$ cat config.mk
export PLATFORM = sky130hd
export DESIGN_NAME = fifo_rr_write_arbiter
export DESIGN_NICKNAME = d
export VERILOG_FILES = /design/src/rtl/fifo_rr_write_arbiter.sv
export SDC_FILE = /design/constraint.sdc
export NUM_CORES = 1
export LEC_CHECK = 0
export BUFFER_PORTS_ARGS = -buffer_cell sky130_fd_sc_hd__buf_2
export CAP_MARGIN = 30
export CORE_ASPECT_RATIO = 0.6
export CORE_UTILIZATION = 37
export DETAILED_ROUTE_END_ITERATION = 12
export PLACE_DENSITY = 0.76
export SETUP_SLACK_MARGIN = 0.02
export SYNTH_ARGS = -nofsm -noshare
export SYNTH_HDL_FRONTEND = slang
export SYNTH_SLANG_ARGS = --single-unit
$ cat constraint.sdc
create_clock -name clk -period 1.9 [get_ports clk]
set_input_delay 0.475 -clock clk [delete_from_list [all_inputs] [get_ports clk]]
set_output_delay 0.475 -clock clk [all_outputs]
set_load 0.005 [all_outputs]
$ cat src/rtl/fifo_rr_write_arbiter.sv
// Purpose : shares one FIFO write port between NREQ packet producers, granting
//           whole packets round-robin (split after MAXLEN beats).
// Latency : 1 IDLE bubble per grant, then data passes combinationally to the FIFO.
// Backpr. : fifo_full drops the owner's ready and wen; the lock is held until full clears.
// Ports   : req_valid/req_last/req_data in, req_ready out (per requester);
//           fifo_wdata/fifo_wen out, fifo_full in; grant_id = owner, busy = locked.
module fifo_rr_write_arbiter #(
    parameter int NREQ   = 4,
    parameter int WIDTH  = 16,
    parameter int IDXW   = 2,
    parameter int MAXLEN = 64
) (
    input  logic                  clk,
    input  logic                  rst,
    input  logic [NREQ-1:0]       req_valid,
    input  logic [NREQ-1:0]       req_last,
    input  logic [NREQ*WIDTH-1:0] req_data,
    output logic [NREQ-1:0]       req_ready,
    output logic [WIDTH-1:0]      fifo_wdata,
    output logic                  fifo_wen,
    input  logic                  fifo_full,
    output logic [IDXW-1:0]       grant_id,
    output logic                  busy
);

    typedef enum logic {
        IDLE = 1'b0,
        LOCK = 1'b1
    } state_t;

    state_t          state_q, state_d;
    logic [IDXW-1:0] rr_ptr_q, rr_ptr_d;
    logic [IDXW-1:0] owner_q, owner_d;
    logic [6:0]      beat_cnt_q, beat_cnt_d;

    logic             own_valid;
    logic             own_last;
    logic [WIDTH-1:0] own_data;
    logic [IDXW-1:0]  winner;
    logic [IDXW-1:0]  owner_next;
    logic             beat;
    logic             release_pkt;

    // Select the current owner's request lane.
    always_comb begin
        own_valid = 1'b0;
        own_last  = 1'b0;
        own_data  = '0;
        for (int i = 0; i < NREQ; i++) begin
            if (owner_q == IDXW'(i)) begin
                own_valid = req_valid[i];
                own_last  = req_last[i];
                own_data  = req_data[i*WIDTH +: WIDTH];
            end
        end
    end

    // Round-robin search starting at rr_ptr; the first valid requester wins.
    always_comb begin
        int  idx;
        logic found;
        winner = '0;
        found  = 1'b0;
        idx    = 0;
        for (int k = 0; k < NREQ; k++) begin
            idx = int'(rr_ptr_q) + k;
            if (idx >= NREQ) begin
                idx = idx - NREQ;
            end
            if (!found && req_valid[idx]) begin
                winner = IDXW'(idx);
                found  = 1'b1;
            end
        end
    end

    assign owner_next  = (owner_q == IDXW'(NREQ-1)) ? '0 : owner_q + 1'b1;
    assign beat        = (state_q == LOCK) && own_valid && !fifo_full;
    // Release on the packet's last word, or when this beat fills the MAXLEN budget.
    assign release_pkt = beat && (own_last || ((beat_cnt_q + 7'd1) == 7'(MAXLEN)));

    always_comb begin
        state_d    = state_q;
        rr_ptr_d   = rr_ptr_q;
        owner_d    = owner_q;
        beat_cnt_d = beat_cnt_q;
        case (state_q)
            IDLE: begin
                if (|req_valid) begin
                    owner_d    = winner;
                    beat_cnt_d = '0;
                    state_d    = LOCK;
                end
            end
            LOCK: begin
                if (beat) begin
                    beat_cnt_d = beat_cnt_q + 7'd1;
                end
                if (release_pkt) begin
                    state_d  = IDLE;
                    rr_ptr_d = owner_next;
                end
            end
            default: state_d = IDLE;
        endcase
    end

    always_ff @(posedge clk or posedge rst) begin
        if (rst) begin
            state_q    <= IDLE;
            rr_ptr_q   <= '0;
            owner_q    <= '0;
            beat_cnt_q <= '0;
        end else begin
            state_q    <= state_d;
            rr_ptr_q   <= rr_ptr_d;
            owner_q    <= owner_d;
            beat_cnt_q <= beat_cnt_d;
        end
    end

    // Ready is offered to the owner whenever the FIFO has room, even if it is
    // not presenting a word this cycle.
    always_comb begin
        req_ready = '0;
        for (int i = 0; i < NREQ; i++) begin
            req_ready[i] = (state_q == LOCK) && !fifo_full && (owner_q == IDXW'(i));
        end
    end

    assign fifo_wen   = beat;
    assign fifo_wdata = (state_q == LOCK) ? own_data : '0;
    assign grant_id   = owner_q;
    assign busy       = (state_q == LOCK);

endmodule
==> results.md, run 1 <==
- The flow ran to the end, but the final reports show violations.
- The checks that failed: negative setup slack.
- The CTS tree is yes.
- The synthesized netlist occupies a cell area of about 1400 sq um.
- The footprint of the flip-flops and latches is roughly 300 sq um.
- The per-cell via count in the routed design is 5.45.
- The remaining number of nets flagged by the antenna check after routing is 0.
- The critical path class is reg2out.
- Global routing used 5.79% of the available met3 tracks.
- STA classifies the critical path startpoint as a flop.
- Leaving out fill and tap cells, the most frequent cell in the layout is sky130_fd_sc_hd__buf_2.
- The final max-slew violation count is 0.
- The post-synthesis sequential area ratio is a little over a fifth.
- The number of standard cells in the final layout excluding fillers is 350.
- The Yosys step of the flow raised 0 warnings.
- Data on the critical path is required at its endpoint by 1420 ps.
- Cells with a size suffix above 1 make up between 50% and 60% of the layout.
- The setup TNS is -7530 ps.
- The area growth from synthesis to layout is 77.9%.
- The number of antenna diodes in the final layout is 0.
- Setup repair after global routing could not meet its margin everywhere.
- The fraction of registers with async set or reset after synthesis is 100%.
- The critical path goes through buf_6 > ha_4 > buf_4 > a221o_1 > a32oi_4 > inv_2 > buf_2.
- The global-route usage over all layers is between 20% and 30%.
- The number of flops mapped to enable cells by yosys is 0.
- The power per unit of standard cell area is roughly 1500 nW/um^2.
- The total area inside the core boundary comes to between 3000 and 4000 sq um.
- The count of boundary I/O pins is 99.
- The number of synthesized register bits is 12.
- The routed design has about 5400 um of wire.
- The number of inserted filler cells in the final layout is between 200 and 300.
- The peak supply drop is 0.000868 V.
- Based on the critical path, the design can be clocked at up to around 430 MHz.
- The top cell types in the final layout, fill and taps aside, are 99 x sky130_fd_sc_hd__buf_2, 20 x sky130_fd_sc_hd__nor2_1, 20 x sky130_fd_sc_hd__a21oi_1, 17 x sky130_fd_sc_hd__buf_4, 15 x sky130_fd_sc_hd__nor2b_1.
- The number of nets in the layout is between 300 and 400.
- The via count of the first global-routing pass is 1730.
- The first global-routing pass estimated roughly 8000 um of wire.
- The minimum clock period is ~2300 ps.
- The placed wire-length estimate after detailed placement is 3760 um.
- The transition at the pin with the smallest max-transition slack is about 460 ps.
- The final hold slack is about 240 ps.
- Counting tap cells, the placed design contains a total of 341 instances.
- The initial core utilization is 40.4%.
- The placer congestion estimate is 0.836.
- The most common flop cell mapped by yosys is sky130_fd_sc_hd__dfrtp_1.
- When the netlist entered floorplanning its net count stood at 270.
- The hold buffer count at cts is 0.
- The remaining routing DRC violations is 0.
- The TritonCTS buffer count is 3.
- On the final layout, the worst clock skew is ~3.2 ps.
- The data arrival at the endpoint of the critical path is ~1900 ps.
- For this run the aggregate overflow at the end of global routing stands at 0.
- Synthesis produced between 150 and 200 cells.
- The final number of hold-violating endpoints is 0.
- In this run the clock root is driven by a sky130_fd_sc_hd__clkbuf_8.
- The clock latency on the worst-skew pair is approximately 240 ps.
- The worst setup path is captured at an output pin.
- In this design, the stage delay of the slowest critical-path cell is roughly 400 ps.
- The number of buffers on the longest clock path is 2.
- The number of detailed-routing iterations run before antenna repair is 5.
- Along the worst path, the maximum fanout reaches 5.
- After global routing, the most crowded layer is met2.
- In the finished design, the share of the clock period the worst path needs comes to 124%.
- In this run the number of H-tree levels came out at 1.
- The cell type of the slowest stage on the worst timing path is sky130_fd_sc_hd__dfrtp_1.
- The routed layout has approximately 1.9k vias.
- The worst pin sits at a relative slew slack of a little under 70%.
- The clock net sink count is 12.
- The clock-pin slew reported for the worst setup and hold paths after clock tree synthesis is approximately 50 ps.
- In the global route stage, met2 resource usage came out at a little over two fifths.
- The worst-case setup margin in the final layout is -449 ps.
- Global routing used about a third of the available met1 tracks.
- The row count is 16.
- The vertical extent of the die is approximately 49 um.
- In this run the worst hold path is classified as in2async.
- The pin count of the biggest net entering global routing is 32.
- The violation count after the first detailed-route iteration is 76.
- The count of maximum capacitance violations is 0.
- The initial antenna violation count is 0.
- The count of buffers inserted at the top-level ports is 98.
- The static leakage is roughly 1.2 nW.
- The distinct cell type count of the synthesized netlist is 39.
- The number of failing setup endpoints in the final timing report is 28.
- The area of the multi-input gates is roughly 1200 sq um.
- The post-synthesis average cell area is 7.24 sq um.
- The die covers between 3000 and 4000 sq um.
- The mean routed wirelength per cell is between 15 and 20 um.
- The die is 80.7 um wide.
-- through the flow --
stage | cell area, sq um | power, W | setup slack [ps] | util [%]
floorplan | 1450 | 0.00192 | -178 | -
global placement | 2100 | 0.00272 | -178 | 61.7
detailed placement | 2100 | 0.00277 | -224 | 61.7
CTS | 2270 | 0.00322 | -383 | 66.7
global route | 2450 | 0.00400 | -517 | 71.9
finish | 2450 | 0.00367 | -449 | 71.9
-- repair_timing --
action	CTS	global route
setup endpoints to repair	28	30
gates resized for setup	21	22
pin swaps	1	6
setup buffers	1	2
gates cloned	0	3
-- cells by family after synthesis --
logic type                 Yosys count  synth area share, %
adders and majority gates            5                 4.55
DFF                                 12                 21.8
buffers and inverters               22                 7.10
and+or+nand+nor                     92                 34.0
xor gates and xnor gates             2                 1.27
AOI/OAI and AO/OA                   53                 28.1
muxes                                4                 3.09
-- registers in the layout, indices dropped and copies added (netlist names) --
register    count
beat_cnt_q      7
busy            1
grant_id        2
rr_ptr_q        2
-- per-layer routing --
layer / vias up / wire (um)
met3: 11 / 322
met4: 0 / 79
li1: 930 / -
met1: 888 / 2550
met5: - / 0
met2: 77 / 2470
-- worst max-delay path, delay by kind of cell, from the launching register on --
kind	cells	cell delay (ps)
flops	1	400
fa+ha+maj	1	180
buf+inv	4	510
compound gates	2	540
-- where the power goes --
group          switching [W]  internal, W  total, W  leakage [nW]
Combinational        0.00145      0.00154   0.00299          1.02
Sequential          0.000112     0.000337  0.000449         0.153
Clock              0.0000901     0.000139  0.000229        0.0216
-- layout make-up --
cell class              count  share of cell area, %
multi-input cells         156                   49.6
flip-flops and latches     12                   12.3
repair buffers            127                   33.1
clock buffers               3                   1.69
well taps                  45                   2.30
inverters                   7                   1.07
-- cell usage after synthesis, types with 4 or more instances --
| cell | number | area, sq um |
|---|---|---|
| sky130_fd_sc_hd__o21ai_0 | 4 | 20.0 |
| sky130_fd_sc_hd__nor2b_1 | 16 | 100 |
| sky130_fd_sc_hd__clkbuf_1 | 12 | 45.0 |
| sky130_fd_sc_hd__nand3_1 | 12 | 60.1 |
| sky130_fd_sc_hd__nor2_1 | 21 | 78.8 |
| sky130_fd_sc_hd__dfrtp_1 | 12 | 300 |
| sky130_fd_sc_hd__a221oi_1 | 15 | 131 |
| sky130_fd_sc_hd__inv_1 | 5 | 18.8 |
| sky130_fd_sc_hd__nand2_1 | 9 | 33.8 |
| sky130_fd_sc_hd__nor3_1 | 17 | 85.1 |
| sky130_fd_sc_hd__and2_1 | 6 | 37.5 |
| sky130_fd_sc_hd__a21oi_1 | 21 | 105 |
| sky130_fd_sc_hd__ha_1 | 5 | 62.6 |
-- path summary, 6_finish.rpt --
path / cells past startpoint / endpoint / slack (ps) / start
setup / recovery: 7 / fifo_wen / -450 / grant_id[0]$_DFFE_PP0P_
hold / removal: 2 / beat_cnt_q[4]$_DFFE_PP0P_ / 240 / rst
setup reg to reg: 8 / beat_cnt_q[5]$_DFFE_PP0P_ / -180 / grant_id[1]$_DFFE_PP0P_
hold reg to reg: 1 / beat_cnt_q[0]$_DFFE_PP0P_ / 580 / beat_cnt_q[0]$_DFFE_PP0P_
max in group asynchronous: 2 / beat_cnt_q[1]$_DFFE_PP0P_ / 1350 / rst
min in group clk: 1 / beat_cnt_q[0]$_DFFE_PP0P_ / 580 / beat_cnt_q[0]$_DFFE_PP0P_
Power figures use the tool's default switching activity.
==> run 2: changes to the inputs <==
--- a/config.mk
+++ b/config.mk
@@ -7,7 +7,7 @@
 export LEC_CHECK = 0
 export BUFFER_PORTS_ARGS = -buffer_cell sky130_fd_sc_hd__buf_2
 export CAP_MARGIN = 30
-export CORE_ASPECT_RATIO = 0.6
+export CORE_ASPECT_RATIO = 1.25
 export CORE_UTILIZATION = 37
 export DETAILED_ROUTE_END_ITERATION = 12
 export PLACE_DENSITY = 0.76
==> results.md, run 2 (synthesis gave the netlist of run 1 again) <==
- In the final design database the tool counted 400 nets.
- The floorplan has 24 rows.
- Setup slack on the critical path of the routed design comes to -531 ps.
- Setup repair after global routing could not meet its margin everywhere.
- The normalized max-slew margin is between 60% and 70%.
- The clock arrives with approximately 6.4 ps of skew.
- The worst path required time is approximately 1400 ps.
- At the worst endpoint, the arrival time is about 2000 ps.
- The worst-case IR drop observed on VDD is between 0.001 and 0.0015 V.
- The worst path uses 128% of the clock period.
- The run finished, with violations left.
- The via count of the routed design is just over 2k.
- Once layout is complete, the utilization of the core stands at between 70% and 80%.
- The clock tree root driver cell is sky130_fd_sc_hd__clkbuf_8.
- The switching portion of total power is a little over two fifths.
- The checks that failed: negative setup slack.
- The first TritonRoute pass finished after 4 iterations.
- The final number of hold-violating endpoints is 0.
- The placeable core region is approximately 3500 sq um.
- The share of power burned in the clock network is around 6.6%.
- For this block, the initial DRC count from the detailed router was around 150.
- Of all nets on the critical path, the largest fanout is 7.
- The placer congestion estimate is ~0.87.
- After detailed routing, the number of vias per cell comes to about 5.6.
- For this run, the top clock speed supported by timing is between 400 and 500 MHz.
- The library cells used most frequently in the layout, excluding fill and tap cells, are 97 x sky130_fd_sc_hd__buf_2, 21 x sky130_fd_sc_hd__nor2_1, 19 x sky130_fd_sc_hd__a21oi_1, 17 x sky130_fd_sc_hd__buf_6, 16 x sky130_fd_sc_hd__buf_4.
- The largest register by flop count is beat_cnt_q.
- Leaving out fill and tap cells, the most frequent cell in the layout is sky130_fd_sc_hd__buf_2.
- In this run the remaining antenna-violating nets after routing total 0.
- The layout cell share with drive strength beyond 1 is 60.8%.
- The hold buffer count at cts is 0.
- about 100 I/O pins were placed.
- The global-route usage over all layers is 28.7%.
- The final max-slew violation count is 0.
- For this design the total switching power over the nets is about 0.0018 W.
- The worst hold path class is in2async.
- The later pin in the worst-skew pair is clocked with a latency of 250 ps.
- The global-route congestion overflow total is 0.
- Setup violations remaining at the end of the flow were counted as 28.
- After filler insertion, the fill cell instance count of the layout stands at 235.
- The setup path with the least slack is of type reg2out.
- Summed over all nets, the half-perimeter wirelength after detailed placement is ~3700 um.
- The worst setup path is launched from a flop.
- The element type at the critical path end is an output pin.
- The power per unit of standard cell area is ~1600 nW/um^2.
- Adding up every negative setup slack in the final design gives -9220 ps.
- The number of buffers on the longest clock path is 2.
- The first global-routing pass estimated about 9000 um of wire.
- The portion of total power attributed to sequential cells is approximately a tenth.
- The clock-pin slew reported for the worst setup and hold paths after clock tree synthesis is around 60 ps.
- The number of H-tree levels is 1.
- The repair_antennas step left the layout with diodes totalling 0.
- The static leakage is 1.31 nW.
- The count of buffers inserted at the top-level ports is between 90 and 100.
- The finished layout holds 358 standard cells, fillers aside.
- Entering global routing, the biggest net connects 27 pins.
- The register with the most flip-flops in the layout has 7 of them.
- The initial antenna violation count came to 1.
- Dividing the detail-routed wire length by the instance count gives roughly 17 um.
- The combinational share of power is 83.2%.
- The floorplan die area is ~4000 sq um.
- At the placement stage, the worst setup path has a slack of -378 ps.
- Across the whole layout, storage elements account for slightly above 300 sq um.
- The tool flagged a number of max-cap violations equal to 0.
- The minimum clock period is about 2400 ps.
- The die is around 57 um wide.
- From synthesis to final layout, the design area changed by 98.5%.
- The design draws about 0.0044 W.
- The area of the multi-input gates is ~1300 sq um.
- The via count of the first global-routing pass was between 1.5k and 2k.
- The initial core utilization is slightly below 40%.
- Cell internal power was estimated by the tool at 0.00251 W.
- The remaining routing DRC violations is 0.
- The wire length after detailed routing is between 6000 and 7000 um.
- The transition at the pin with the smallest max-transition slack is around 510 ps.
- From bottom edge to top edge, the die measures 70.2 um.
- The clock net sink count is 12.
- The count of placed standard cells including taps is 333.
- Counting the buffers created by CTS gives 3.
- TritonCTS built the clock tree.
[run 2: worst paths after layout]
kind	slack, ps	to	startpoint	cells after the start
worst min-delay path	240	beat_cnt_q[0]$_DFFE_PP0P_	rst	2
min in group clk	570	beat_cnt_q[0]$_DFFE_PP0P_	beat_cnt_q[0]$_DFFE_PP0P_	1
worst min register to register	570	beat_cnt_q[0]$_DFFE_PP0P_	beat_cnt_q[0]$_DFFE_PP0P_	1
worst max-delay path	-530	fifo_wdata[3]	grant_id[0]$_DFFE_PP0P_	9
max in group asynchronous	1290	grant_id[0]$_DFFE_PP0P_	rst	2
worst max register to register	-250	beat_cnt_q[5]$_DFFE_PP0P_	grant_id[1]$_DFFE_PP0P_	10
[run 2: final cells by class]
cell class	instances	share of cell area, %
multi-input cells	156	46.6
repair buffers	140	37.6
flip-flops and latches	12	11.0
clock buffers	4	2.02
well taps	39	1.79
inverters	7	0.963
[run 2: metrics by stage]
| step | cell area [sq um] | hold slack (ps) |
|---|---|---|
| 3_5_place_dp | 2050 | 510 |
| 3_3_place_gp | 2050 | 516 |
| 4_1_cts | 2570 | 249 |
| 2_1_floorplan | 1450 | 340 |
| 6_report | 2730 | 242 |
| 5_1_grt | 2730 | 290 |
[run 2: metal layers]
| layer | up-vias | track usage [%] | part of all wire, % |
|---|---|---|---|
| met1 | 935 | 32.3 | 37 |
| met4 | 0 | 10.0 | 3.1 |
| met2 | 108 | 53.1 | 52 |
| met3 | 16 | 4.63 | 7.1 |
| met5 | - | 0 | 0 |
| li1 | 959 | - | - |
[run 2: power by group through the flow]
stage               logic (W)  clock network [W]  registers [W]
global route          0.00387           0.000299       0.000456
CTS                   0.00320           0.000289       0.000433
detailed placement    0.00225                  0       0.000438
global placement      0.00221                  0       0.000434
floorplan             0.00150                  0       0.000425
finish                0.00362           0.000288       0.000443
[run 2: critical path: stages, from the launching register on]
cell and delay [ps]:
sky130_fd_sc_hd__dfrtp_2 420, sky130_fd_sc_hd__buf_6 130, sky130_fd_sc_hd__ha_4 170, sky130_fd_sc_hd__nor2b_4 210, sky130_fd_sc_hd__clkbuf_16 210, sky130_fd_sc_hd__a221oi_2 60
sky130_fd_sc_hd__nor3_2 190, sky130_fd_sc_hd__a21oi_1 60, sky130_fd_sc_hd__nor2_1 130, sky130_fd_sc_hd__buf_2 130
[run 2: timing repair]
action	in CTS	in global routing
resized for setup	53	25
pin swaps	25	18
setup endpoints to repair	29	31
gates cloned	4	1
setup buffers	15	2
==> run 3: changes to the inputs <==
--- a/config.mk
+++ b/config.mk
@@ -7,9 +7,9 @@
 export LEC_CHECK = 0
 export BUFFER_PORTS_ARGS = -buffer_cell sky130_fd_sc_hd__buf_2
 export CAP_MARGIN = 30
-export CORE_ASPECT_RATIO = 1.25
 export CORE_UTILIZATION = 37
 export DETAILED_ROUTE_END_ITERATION = 12
+export GPL_ROUTABILITY_DRIVEN = 0
 export PLACE_DENSITY = 0.76
 export SETUP_SLACK_MARGIN = 0.02
 export SYNTH_ARGS = -nofsm -noshare
==> constraint.sdc (replaced) <==
create_clock -name clk -period 1.9 [get_ports clk]
set_input_delay 0.19 -clock clk [delete_from_list [all_inputs] [get_ports clk]]
set_output_delay 0.19 -clock clk [all_outputs]
set_load 0.005 [all_outputs]
==> results.md, run 3 (synthesis gave the netlist of run 1 again) <==
- After floorplanning, the core was divided into 21 placement rows.
- The later pin in the worst-skew pair is clocked with a latency of ~250 ps.
- The die is around 63 um wide.
- The initial core utilization is roughly two fifths.
- The antenna diode instance count is 0.
- The highest achievable clock rate is approximately 490 MHz.
- The count of buffers inserted at the top-level ports is 98.
- Detailed placement ended at an HPWL of around 3600 um.
- In this run the power spent charging and discharging nets is between 0.0015 and 0.002 W.
- The vertical extent of the die is 63.0 um.
- The global-route wire length before repair is 7620 um.
- The number of failing setup endpoints in the final timing report is 25.
- The most frequent standard cell in the layout excluding fill and tap cells is sky130_fd_sc_hd__buf_2.
- The checks that failed: negative setup slack.
- The switching portion of total power is about 44%.
- The per-cell via count in the routed design is 5.50.
- In the routed design, unresolved DRC markers number 0.
- Between clock sinks in the finished design, the worst skew comes to between 3 and 4 ps.
- The startpoint identified for the worst hold timing path is req_valid[2].
- Counting the fill cells in the layout gives 274.
- The via count of the first global-routing pass is approximately 1.7k.
- The worst-case setup margin in the final layout is -159 ps.
- The worst register-to-register path has a depth of 8.
- The die covers ~4000 sq um.
- Dividing the detail-routed wire length by the instance count gives between 15 and 20 um.
- The TritonCTS buffer count is 3.
- Data on the critical path is required at its endpoint by roughly 1700 ps.
- After clock tree synthesis, the clock-pin slew on the worst setup and hold paths is around 50 ps.
- For this design the ratio of total power to cell area is between 1500 and 2000 nW/um^2.
- For this design, the slowest cell found on the critical path is sky130_fd_sc_hd__dfrtp_2.
- The final cell utilization of the core is 69.1%.
- The remaining number of nets flagged by the antenna check after routing is 0.
- The global-route congestion overflow total is 0.
- The path class of the tightest hold or removal check is in2reg.
- The element type at the critical path end is an output pin.
- The startpoint type of the worst setup path is a flop.
- The floorplan step defined a core boundary enclosing roughly 3400 sq um.
- The data arrival at the endpoint of the critical path is around 1900 ps.
- Entering global routing, the biggest net connects 27 pins.
- The number of detailed-routing iterations run before antenna repair is 4.
- The worst register-to-register path has a setup slack of -130 ps.
- The endpoint of the worst hold-timing path is busy$_DFF_PP0_.
- The cell that appears most often on the critical path is sky130_fd_sc_hd__buf_6.
- The register with the most flip-flops in the layout has 7 of them.
- Setup repair after global routing could not meet its margin everywhere.
- The count of maximum capacitance violations is 0.
- The final number of hold-violating endpoints is 0.
- Detailed routing inserted a total of 1897 vias.
- TritonCTS built the clock tree.
- The post-route netlist has between 50% and 60% of its cells at a drive strength greater than 1.
- The startpoint identified for the worst register-to-register timing path is grant_id[0]$_DFFE_PP0P_.
- The biggest cell delay along the critical path is 440 ps.
- In this run the critical register-to-register path is captured at beat_cnt_q[5]$_DFFE_PP0P_.
- The initial antenna violation count came to 0.
- The number of buffers on the longest clock path is 2.
- The critical path class is reg2out.
- The worst-case IR drop observed on VDD is around 0.00082 V.
- Relative to the synthesized area, the layout overhead comes to 73.0%.
- The largest driver fanout on the critical path is 4.
- The flow ran to the end, but the final reports show violations.
- The final hold slack is approximately 330 ps.
- For this design, the sink count on the clock tree is 12.
- The wire length after detailed routing is between 5000 and 6000 um.
- Measured against its own limit, the worst slew margin works out to 70.2%.
- The post-route clock period utilization is 108%.
- The worst hold path passes through 3 cells.
- The portion of total power attributed to sequential cells is 13.0%.
- The final max-slew violation count came to 0.
- Per report_power, the clock group accounts for a little under 8% of the total.
- The analysis attributes to cell leakage a power of around 1.2 nW.
- The worst path in the final design needs a cycle of approximately 2100 ps, including I/O delays and setup.
- In this run the number of H-tree levels came out at 1.
- At the end of the flow, the number of nets in the layout was 380.
- The violation count after the first detailed-route iteration is roughly 100.
- The register with the most flip-flops in the final layout is beat_cnt_q.
- Across every metal layer, demand over resource in global routing totals between 20% and 30%.
- The total internal power is ~0.002 W.
- The clock tree root driver cell is sky130_fd_sc_hd__clkbuf_8.
- In the layout the commonest cells are 97 x sky130_fd_sc_hd__buf_2, 21 x sky130_fd_sc_hd__nor2_1, 20 x sky130_fd_sc_hd__a21oi_1, 15 x sky130_fd_sc_hd__nor2b_1, 13 x sky130_fd_sc_hd__nor3_1.
- The combinational share of power is between 70% and 80%.
- At the pin with the least slew margin, the transition time is about 440 ps.
- just under 100 I/O pins were placed.
- The signal on the critical path passes through inv_4 > ha_4 > nor2b_4 > a221o_1 > a32oi_4 > inv_2 > buf_6 > buf_6.
run 3: cell count changes in the layout (fill, tap and decap cells not counted), moves of 6 or more:
| cell | previous run | this run |
|---|---|---|
| sky130_fd_sc_hd__nand3_2 | 6 | 0 |
| sky130_fd_sc_hd__buf_6 | 17 | 7 |
| sky130_fd_sc_hd__nand3_1 | 6 | 12 |
| sky130_fd_sc_hd__buf_4 | 16 | 10 |
run 3: critical path, delay by kind of cell (launching register included):
family,cells,cell delay [ps]
AND/OR/NAND/NOR,1,130
AO/OA/AOI/OAI,2,520
adder cells (fa/ha/maj),1,160
flip-flops,1,440
buffers and inverters,4,380
run 3: layout make-up:
type / instances / area, sq um / share of cell area [%]
clock buffers: 4 / 55.1 / 2.31
inverters: 7 / 31.3 / 1.32
multi-input cells: 156 / 1180 / 49.5
flip-flops and latches: 12 / 303 / 12.7
well taps: 46 / 57.6 / 2.42
repair buffers: 120 / 754 / 31.7
run 3: layer usage:
layer / vias up / routed length, um / global-route usage, %
li1: 919 / - / -
met3: 18 / 267 / 3.65
met4: 0 / 183 / 9.01
met1: 886 / 2080 / 27.7
met5: - / 0 / 0
met2: 74 / 2740 / 42.6
run 3: stage by stage:
stage | total power [W] | instances | worst slack (ps) | TNS (ps) | area (sq um)
detailed placement | 0.00267 | 335 | -158 | -681 | 2010
global route | 0.00389 | 345 | -225 | -4540 | 2380
CTS | 0.00326 | 344 | -171 | -3120 | 2240
global placement | 0.00263 | 335 | -67.4 | -278 | 2010
finish | 0.00361 | 345 | -159 | -2120 | 2380
floorplan | 0.00180 | 190 | -176 | -577 | 1390
run 3: worst max-delay path by stage:
stage	from	to	slack [ps]	cells after the start
floorplan	grant_id[0]$_DFFE_PP0P_	rr_ptr_q[0]$_DFFE_PP0P_	-180	9
global placement	grant_id[0]$_DFFE_PP0P_	beat_cnt_q[6]$_DFFE_PP0P_	-70	8
detailed placement	grant_id[0]$_DFFE_PP0P_	beat_cnt_q[5]$_DFFE_PP0P_	-160	7
CTS	grant_id[0]$_DFFE_PP0P_	fifo_wen	-170	8
global route	grant_id[1]$_DFFE_PP0P_	fifo_wen	-220	8
finish	grant_id[0]$_DFFE_PP0P_	fifo_wen	-160	8
run 3: power by group through the flow:
| stage | clock (W) | combinational, W | sequential (W) |
|---|---|---|---|
| 6_report | 0.000281 | 0.00286 | 0.000471 |
| 5_1_grt | 0.000292 | 0.00312 | 0.000482 |
| 4_1_cts | 0.000278 | 0.00252 | 0.000461 |
| 3_5_place_dp | 0 | 0.00223 | 0.000443 |
| 3_3_place_gp | 0 | 0.00219 | 0.000438 |
| 2_1_floorplan | 0 | 0.00138 | 0.000425 |
run 3: what timing repair did:
action	CTS	global route
gates resized for setup	27	25
cloned	0	1
hold buffers	1	0
endpoints found under the setup margin	25	27
buffers inserted	4	1
hold endpoints to repair	12	0
pin swaps	6	7
